`src/rtl/axis_packet_arbiter_if.sv`:
```
// axis_packet_arbiter_if: stream bundle for the packet arbiter.
// Carries the M requester lanes, the shared output stream and the grant flag.
// master = arbiter side (drives s_tready and the m_* output stream),
// slave  = environment side (drives the requester lanes and m_tready).
interface axis_packet_arbiter_if #(
    parameter int N = 4,
    parameter int M = 4,
    parameter int I = 2
);
    logic [M-1:0]       s_tvalid;
    logic [M-1:0]       s_tready;
    logic [M*8*N-1:0]   s_tdata;
    logic [M-1:0]       s_tlast;
    logic               m_tvalid;
    logic               m_tready;
    logic [8*N-1:0]     m_tdata;
    logic               m_tlast;
    logic [I-1:0]       m_tid;
    logic               grant_active;

    modport master (
        input  s_tvalid, s_tdata, s_tlast, m_tready,
        output s_tready, m_tvalid, m_tdata, m_tlast, m_tid, grant_active
    );

    modport slave (
        output s_tvalid, s_tdata, s_tlast, m_tready,
        input  s_tready, m_tvalid, m_tdata, m_tlast, m_tid, grant_active
    );
endinterface

```
`src/rtl/axis_packet_arbiter.sv`:
```
// axis_packet_arbiter: per-packet round-robin arbiter sharing one AXI4-Stream
// output between M requesters. A grant is held from arbitration until the TLAST
// beat of that packet is accepted; m_tid carries the granted lane index.
// Optional: define AXIS_PACKET_ARBITER_REGSLICE_EN to put a 2-entry skid slice
// on the output (registered outputs, 1-cycle latency, full throughput).
module axis_packet_arbiter #(
    parameter int N = 4,
    parameter int M = 4,
    parameter int I = 2
) (
    input logic                   ACLK,
    input logic                   ARESETn,
    axis_packet_arbiter_if.master bus
);
    localparam int DW = 8 * N;

    typedef enum logic {IDLE = 1'b0, BUSY = 1'b1} state_t;

    state_t         state_q, state_d;
    logic [I-1:0]   grant_q, grant_d;
    logic [I-1:0]   rr_ptr_q, rr_ptr_d;
    logic [I-1:0]   ptr_after_grant;
    logic [I-1:0]   req_idx;
    logic           req_found;
    logic [M-1:0]   rot;
    logic [M-1:0]   lane_sel;
    logic           busy;
    logic           g_valid;
    logic           g_last;
    logic [DW-1:0]  g_data;
    logic           eop;

    assign busy             = (state_q == BUSY);
    assign bus.grant_active = busy;
    assign ptr_after_grant  = (int'(grant_q) == M - 1) ? '0 : grant_q + 1'b1;

    // Decode the held grant into a lane select and mux that lane's stream fields.
    always_comb begin
        lane_sel = '0;
        g_valid  = 1'b0;
        g_last   = 1'b0;
        g_data   = '0;
        for (int k = 0; k < M; k++) begin
            if (grant_q == I'(k)) begin
                lane_sel[k] = 1'b1;
                g_valid     = bus.s_tvalid[k];
                g_last      = bus.s_tlast[k];
                g_data      = bus.s_tdata[k*DW +: DW];
            end
        end
    end

    // Rotate requests so bit 0 is rr_ptr, then take the lowest set bit.
    always_comb begin
        rot       = M'({bus.s_tvalid, bus.s_tvalid} >> rr_ptr_q);
        req_found = 1'b0;
        req_idx   = '0;
        for (int k = M - 1; k >= 0; k--) begin
            if (rot[k]) begin
                req_found = 1'b1;
                req_idx   = (int'(rr_ptr_q) + k >= M) ? I'(int'(rr_ptr_q) + k - M)
                                                      : I'(int'(rr_ptr_q) + k);
            end
        end
    end

    // Arbitration state: held grant, round-robin pointer, IDLE/BUSY.
    always_ff @(posedge ACLK or negedge ARESETn) begin
        if (!ARESETn) begin
            state_q  <= IDLE;
            grant_q  <= '0;
            rr_ptr_q <= '0;
        end else begin
            state_q  <= state_d;
            grant_q  <= grant_d;
            rr_ptr_q <= rr_ptr_d;
        end
    end

    // Next state: grant in IDLE, release on the accepted TLAST beat.
    always_comb begin
        state_d  = state_q;
        grant_d  = grant_q;
        rr_ptr_d = rr_ptr_q;
        case (state_q)
            IDLE: begin
                if (req_found) begin
                    grant_d = req_idx;
                    state_d = BUSY;
                end
            end
            BUSY: begin
                if (eop) begin
                    rr_ptr_d = ptr_after_grant;
                    state_d  = IDLE;
                end
            end
            default: state_d = IDLE;
        endcase
    end

`ifdef AXIS_PACKET_ARBITER_REGSLICE_EN
    typedef struct packed {
        logic [I-1:0]  tid;
        logic          last;
        logic [DW-1:0] data;
    } beat_t;

    beat_t       ent_q [2];
    beat_t       in_beat;
    logic [1:0]  cnt_q;
    logic        room;
    logic        push;
    logic        pop;

    assign in_beat = '{tid: grant_q, last: g_last, data: g_data};
    assign room    = (cnt_q != 2'd2);
    assign push    = busy & g_valid & room;
    assign pop     = (cnt_q != 2'd0) & bus.m_tready;
    // Packet ends when the TLAST beat enters the slice, not when it leaves.
    assign eop     = push & g_last;

    assign bus.s_tready = lane_sel & {M{busy & room}};
    assign bus.m_tvalid = (cnt_q != 2'd0);
    assign bus.m_tdata  = ent_q[0].data;
    assign bus.m_tlast  = ent_q[0].last;
    assign bus.m_tid    = ent_q[0].tid;

    // Two-entry skid FIFO; entry 0 is the head driving the output.
    always_ff @(posedge ACLK or negedge ARESETn) begin
        if (!ARESETn) begin
            ent_q[0] <= '0;
            ent_q[1] <= '0;
            cnt_q    <= 2'd0;
        end else begin
            case ({push, pop})
                2'b10: begin
                    if (cnt_q == 2'd0) ent_q[0] <= in_beat;
                    else               ent_q[1] <= in_beat;
                    cnt_q <= cnt_q + 2'd1;
                end
                2'b01: begin
                    ent_q[0] <= ent_q[1];
                    cnt_q    <= cnt_q - 2'd1;
                end
                2'b11: begin
                    if (cnt_q == 2'd1) begin
                        ent_q[0] <= in_beat;
                    end else begin
                        ent_q[0] <= ent_q[1];
                        ent_q[1] <= in_beat;
                    end
                end
                default: ;
            endcase
        end
    end
`else
    // Straight combinational path from the granted lane; zero latency.
    assign bus.s_tready = lane_sel & {M{busy & bus.m_tready}};
    assign bus.m_tvalid = busy & g_valid;
    assign bus.m_tdata  = busy ? g_data : '0;
    assign bus.m_tlast  = busy & g_last;
    assign bus.m_tid    = busy ? grant_q : '0;
    assign eop          = busy & g_valid & bus.m_tready & g_last;
`endif

endmodule

```
`src/flat_wrapper.sv`:
```
// flat-port wrapper written by rule: the top's interface ports become plain ports
module axis_packet_arbiter_flat 
#(
    parameter int N = 4,
    parameter int M = 4,
    parameter int I = 2
)
  (ACLK, ARESETn, bus_s_tvalid, bus_s_tdata, bus_s_tlast, bus_m_tready, bus_s_tready, bus_m_tvalid, bus_m_tdata, bus_m_tlast, bus_m_tid, bus_grant_active);
  axis_packet_arbiter_if #(.N(N), .M(M), .I(I)) bus_i ();
  input logic ACLK;
  input logic ARESETn;
  input wire logic [$bits(bus_i.s_tvalid)-1:0] bus_s_tvalid;
  input wire logic [$bits(bus_i.s_tdata)-1:0] bus_s_tdata;
  input wire logic [$bits(bus_i.s_tlast)-1:0] bus_s_tlast;
  input wire logic [$bits(bus_i.m_tready)-1:0] bus_m_tready;
  output wire logic [$bits(bus_i.s_tready)-1:0] bus_s_tready;
  output wire logic [$bits(bus_i.m_tvalid)-1:0] bus_m_tvalid;
  output wire logic [$bits(bus_i.m_tdata)-1:0] bus_m_tdata;
  output wire logic [$bits(bus_i.m_tlast)-1:0] bus_m_tlast;
  output wire logic [$bits(bus_i.m_tid)-1:0] bus_m_tid;
  output wire logic [$bits(bus_i.grant_active)-1:0] bus_grant_active;
  assign bus_i.s_tvalid = bus_s_tvalid;
  assign bus_i.s_tdata = bus_s_tdata;
  assign bus_i.s_tlast = bus_s_tlast;
  assign bus_i.m_tready = bus_m_tready;
  assign bus_s_tready = bus_i.s_tready;
  assign bus_m_tvalid = bus_i.m_tvalid;
  assign bus_m_tdata = bus_i.m_tdata;
  assign bus_m_tlast = bus_i.m_tlast;
  assign bus_m_tid = bus_i.m_tid;
  assign bus_grant_active = bus_i.grant_active;
  axis_packet_arbiter #(.N(N), .M(M), .I(I)) u_core (.ACLK(ACLK), .ARESETn(ARESETn), .bus(bus_i));
endmodule
```
`config.mk`:
```
export PLATFORM = sky130hd
export DESIGN_NAME = axis_packet_arbiter_flat
export DESIGN_NICKNAME = d
export VERILOG_FILES = /design/src/rtl/axis_packet_arbiter_if.sv /design/src/rtl/axis_packet_arbiter.sv /design/src/flat_wrapper.sv
export SDC_FILE = /design/constraint.sdc
export NUM_CORES = 1
export LEC_CHECK = 0
export CAP_MARGIN = 20
export CORE_ASPECT_RATIO = 1.1
export CORE_UTILIZATION = 27
export CTS_CLUSTER_DIAMETER = 50
export DETAILED_ROUTE_END_ITERATION = 7
export GPL_ROUTABILITY_DRIVEN = 0
export GPL_TIMING_DRIVEN = 0
export PLACE_DENSITY = 0.94
export SLEW_MARGIN = 15
export SYNTH_ARGS = -nofsm -noshare
export SYNTH_HDL_FRONTEND = slang
export SYNTH_SLANG_ARGS = --single-unit
```
`constraint.sdc`:
```
create_clock -name ACLK -period 2.7 [get_ports ACLK]
set_input_delay 0.81 -clock ACLK [delete_from_list [all_inputs] [get_ports ACLK]]
set_output_delay 0.81 -clock ACLK [all_outputs]
set_load 0.03 [all_outputs]
```
== Word-level counts from Yosys, hierarchy flattened ==
Cells that the tools add are included.

* Flip-flop bits (word level): 5
* Input port bits: 139

* Add/sub/neg operators: 8
* $lt $le $gt $ge: 4
* Eq/ne operators: 4
* Shift operators: 1
* Multiplexer cells: 34
* Bitwise operators: 7
* Reduce and logical (&&, ||, !) cells: 3

{| class="wikitable"
|+ Operators by type and width
! operator !! count
|-
| 32-bit two-way mux || 5
|-
| 2-bit two-way mux || 10
|-
| 1-bit two-way mux || 18
|-
| 3-bit greater-or-equal comparator, second input constant || 3
|-
| 8-bit by 2-bit >> shifter with 4-bit output || 1
|-
| 2-bit by 1-bit subtractor with 2-bit output, second input constant || 4
|-
| 2-bit by 2-bit adder with 3-bit output, second input constant || 2
|-
| 1-bit AND || 5
|-
| 4-bit AND || 1
|-
| 2-bit by 1-bit == test with 1-bit output, second input constant || 2
|-
| 2-bit == test, second input constant || 2
|-
| 2-bit AND reduction || 2
|-
| 2-bit by 1-bit adder with 3-bit output, second input constant || 1
|-
| 2-bit by 3-bit greater-or-equal comparator with 1-bit output, second input constant || 1
|-
| 2-bit by 1-bit adder with 2-bit output, second input constant || 1
|-
| 2-bit logical NOT || 1
|-
| 1-bit one-hot mux with 2 select lines || 1
|-
| 1-bit inverter || 1
|}

== Depth between registers and ports, before layout ==
* Depth in word-level cells: 10
* Mapped depth: 7
* Depth with buffers taken out: 6

== Worst setup path after synthesis ==
Ideal clock, no wire load.

* Path kind: flip-flop to output port
* Start point: register u_core.grant_q[1]
* End point: output bus_m_tdata[14]
* Data arrival time: 1645 ps
* Required time: 1890 ps
* Setup slack: 245 ps
* Stages on the path, launching flop included: 8
* Path buffers: 2
* Path through: dfrtp_1 > inv_1 > ha_1 > buf_4 > clkbuf_1 > a221oi_1 > a21oi_1 > a22o_1

* Cells in the longest elaborated chain, start to end: 6
* Elaborated cells between the ends (all ways): 9
* Classes of those cells: eq/ne (3); mux (5); reduce/logical (1)

{| class="wikitable"
|+ Ends and longest elaborated chain
! item !! line !! text
|-
| start, declared || axis_packet_arbiter.sv:20 || <nowiki>logic [I-1:0] grant_q, grant_d;</nowiki>
|-
| start signal, assigned || axis_packet_arbiter.sv:75 || <nowiki>grant_q <= grant_d;</nowiki>
|-
| 2-bit logical NOT || axis_packet_arbiter.sv:44 || <nowiki>if (grant_q == I'(k)) begin</nowiki>
|-
| 32-bit two-way mux (3 in a row) || axis_packet_arbiter.sv:44 ||
|-
| 32-bit two-way mux * || axis_packet_arbiter.sv:44 ||
|-
| 32-bit two-way mux * || axis_packet_arbiter.sv:162 || <nowiki>assign bus.m_tdata = busy ? g_data : '0;</nowiki>
|-
| end, declared || flat_wrapper.sv:18 || <nowiki>output wire logic [$bits(bus_i.m_tdata)-1:0] bus_m_tdata;</nowiki>
|}

Every way passes the cells marked *; elsewhere a longest branch is shown, timed or not.

== Final worst setup path ==
* Start point: input bus_s_tdata[39]
* End point: output bus_m_tdata[7]

* Cells in the longest elaborated chain, start to end: 4

{| class="wikitable"
|+ Ends and longest elaborated chain
! item !! line !! text
|-
| start, declared || flat_wrapper.sv:13 || <nowiki>input wire logic [$bits(bus_i.s_tdata)-1:0] bus_s_tdata;</nowiki>
|-
| 32-bit two-way mux (3 in a row) || axis_packet_arbiter.sv:44 ||
|-
| 32-bit two-way mux || axis_packet_arbiter.sv:162 ||
|}

Every way passes these cells.

==> results by group <==
Worst setup path
  • Slowest cell on crit path: clkdlybuf4s50_1
  • Worst R2R Path Depth: 8
  • Arrival time of data at the critical path endpoint: ~2100 ps
  • Slowest cell delay on critical path: ~460 ps
  • Required time reported for the critical path endpoint: between 1500 and 2000 ps
  • Endpoint kind of the worst setup timing path: primary output
  • Sort of element at the start of the critical path: input pin
  • Capture instance of the worst register-to-register path: u_core.rr_ptr_q[1]
  • Startpoint of the worst register-to-register path: u_core.grant_q[0]
  • Crit path max fanout: 1
  • Slack of the worst reg-to-reg path: 680 ps
  • Critical-path cell list: clkdlybuf4s50_1, a221oi_4, a21oi_2, a22o_1, buf_6
  • Critical path class: in2out

Layout
  • Most frequent standard cell in the layout excluding fill and tap cells: clkdlybuf4s50_1
  • Most used cells in the layout excluding fill and tap cells: clkdlybuf4s50_1 (127), buf_6 (41), inv_1 (33)
  • Area of all placed cells without fillers: around 4000 um2
  • Ant. Diodes: 0
  • Share of final-layout standard cells stronger than drive strength 1: 32.7%
  • Share of the core filled with cells: 80.7%
  • Number of nets in the final layout: ~550
  • Synthesis-to-finish area growth: 184%

Timing
  • Clock skew after layout: between 0.9 and 1 ps
  • Final critical path time including I/O delays and setup: 2920 ps
  • Transition at the pin with the smallest max-transition slack: around 500 ps
  • Final setup violation count: 32
  • Worst rel slew slack: 65.9%
  • Final Max Tran Viols: 0
  • Worst setup slack after layout: -220 ps
  • Final worst path period share: 108%
  • Highest achievable clock rate: ~340 MHz
  • Setup repair after global routing missed its margin: yes
  • Hold violation count in the final report: 0

Logic synthesis
  • Share of async-settable or async-resettable flops after synthesis: 100%
  • Area share of fa/ha/maj cells after synthesis: 3.45%
  • Synth cell types: 33
  • Number of flops mapped to enable cells by yosys: 0
  • Number of synthesized register bits: 5
  • Syn_area_per_cell: 7.01 um2
  • Post-synth net total: between 300 and 400
  • Post-synthesis sequential area ratio: 8.63%
  • Area fraction in and, or, nand and nor cells after synthesis: about a tenth
  • Main combinational cell family by area after synthesis: compound AO/OA/AOI/OAI gates
  • Xor-xnor portion of the synthesized cell area: 0%
  • Cell area after synthesis: approximately 1500 um2
  • Share of the synthesized area in compound gates (AO/OA/AOI/OAI): approximately 60%
  • Yosys warns: 0
  • Most instantiated flip-flop cell in the synthesis netlist: dfrtp_1
  • Synthesized instance count: roughly 210
  • Multiplexer fraction of the synthesized cell area: under 10%

Global routing
  • Grt total ovfl: 0
  • Global-route wire length before repair: around 14 mm
  • Initial antenna violation count: 0
  • Global-route usage over all layers: between 30% and 40%
  • Vias in the first global route: 2,707
  • Maximum number of pins on one net before global-route repair: 12

Floorplanning
  • Die boundary width: 71.9 um
  • IO Pins: 180
  • Floorplan core area: about 5100 um2
  • Initial Util: approximately 28%
  • Site Rows: 27
  • Die Height: approximately 79 um
  • Area of the die: between 5000 and 6000 um2

Route
  • Uppermost signal routing layer after detailed routing: met4
  • Routed wirelength normalized by instance count: 22.3 um
  • Remaining antenna violation count: 0
  • Post-Route WL: between 10 and 15 mm
  • Remaining design rule violation count: 0
  • Mean number of vias per cell: between 5 and 6
  • Met3 layer wire length in the routed design: about 1.0 mm
  • Count of TritonRoute iterations in the first routing pass: 4
  • Overall via count from detail_route: roughly 2.8k
  • Wire length the detailed router placed on met1: between 3 and 4 mm
  • First DRT Iteration DRCs: roughly 190
  • Metal2 WL: 5.40 mm

Clocking
  • Largest buffer count on any clock path: 2
  • TritonCTS clock tree: done
  • Number of levels in the clock H-tree: 1
  • Clock network latency to the later pin of the worst-skew pair: approximately 230 ps
  • TritonCTS Buffers: 3
  • Clk Tree Root Cell: clkbuf_8
  • Sinks on the clock net: 5
  • Worst-path clk slew: 40 ps

Placed design
  • Sum of net half-perimeters after detailed placement: about 6.6 mm
  • Cell area reported after detailed placement: ~3300 um2
  • PortBufs: 179

Min path
  • Worst hold-check path type: reg2reg
  • Worst hold path endpoint: u_core.rr_ptr_q[0]
  • Number of cells traversed by the worst hold path: 1
  • Start point of the worst hold path: u_core.rr_ptr_q[0]

Outcome
  • Run status: finished, violations left
  • Failing checks: setup timing

Pwr
  • Worst vdd rail ir drop: approximately 0.75 mV
  • Power density over cell area: 1300 nW/um2
  • Standby leakage power: 1.82 nW

Run
  • Number of max-capacitance violations reported: 0
-- layer usage --
metal | global-route usage [%] | vias to the layer above
met4 | 14.3 | 0
met2 | 57.0 | 210
met5 | 0 | -
met3 | 8.50 | 70
met1 | 30.5 | 1303
li1 | - | 1202
-- stage by stage --
step | setup slack, ps | setup TNS [ps] | cells | power [mW] | hold slack (ps)
6_report | -220 | -3240 | 476 | 5.36 | 567
5_1_grt | -327 | -5460 | 476 | 5.60 | 574
3_5_place_dp | -690 | -22540 | 458 | 3.74 | 545
4_1_cts | -50.4 | -422 | 467 | 4.45 | 553
2_1_floorplan | 245 | 0 | 207 | 2.38 | 488
3_3_place_gp | -662 | -21970 | 458 | 3.68 | 518
-- power breakdown --
| group | internal, mW | leakage [nW] | switching, mW |
|---|---|---|---|
| Combinational | 2.42 | 1.74 | 2.63 |
| Sequential | 0.109 | 0.0590 | 0.0580 |
| Clock | 0.102 | 0.0228 | 0.0412 |
| Total | 2.63 | 1.82 | 2.73 |
-- worst max-delay path: cells and delay by family --
| family | cells | cell delay (ps) |
|---|---|---|
| buffers and inverters | 2 | 620 |
| AOI/OAI and AO/OA | 3 | 670 |
-- kinds of logic after synthesis --
family,after synthesis
flip-flops,5
AO/OA/AOI/OAI,112
multiplexers,3
adder cells (fa/ha/maj),4
buffers and inverters,57
AND/OR/NAND/NOR,26
-- flip-flops by register name, indices dropped and copies added, names as in the netlist --
| register | cells |
|---|---|
| u_core.bus.grant_active | 1 |
| u_core.grant_q | 2 |
| u_core.rr_ptr_q | 2 |
-- cells in the mapped netlist (3+ instances only) --
library cell,instances,area (um2)
a21oi_1,35,175
a221oi_1,31,272
a22o_1,32,280
and2_1,3,18.8
and3_1,5,31.3
buf_2,15,75.1
clkbuf_1,4,15.0
dfrtp_1,5,125
ha_1,4,50.1
inv_1,35,131
nand2_1,6,22.5
nor2_1,5,18.8
nor2b_1,3,18.8
-- worst max path at each step --
stage                 startpoint               to  slack, ps
6_report         bus_s_tdata[39]   bus_m_tdata[7]       -220
5_1_grt        u_core.grant_q[1]   bus_m_tdata[7]       -330
2_1_floorplan  u_core.grant_q[1]  bus_m_tdata[14]        240
4_1_cts        u_core.grant_q[0]   bus_m_tdata[9]        -50
3_5_place_dp   u_core.grant_q[0]  bus_m_tdata[18]       -690
3_3_place_gp   u_core.grant_q[0]  bus_m_tdata[16]       -660
-- repair_timing --
item / 4_1_cts / 5_1_grt
buffers inserted: 5 / 6
pin swaps: 24 / 36
hold buffers: 0 / 0
cloned: 1 / 3
endpoints found under the setup margin: 38 / 38
gates resized for setup: 315 / 64
-- cell type report --
cell class,instances,area [um2]
clock buffers,4,45.0
flip-flops and latches,5,126
multi-input cells,145,1460
inverters,35,134
well taps,72,90.1
repair buffers,194,1990
fillers,295,986
plain buffers,21,265
No activity file was read; power rests on OpenSTA's default activity.
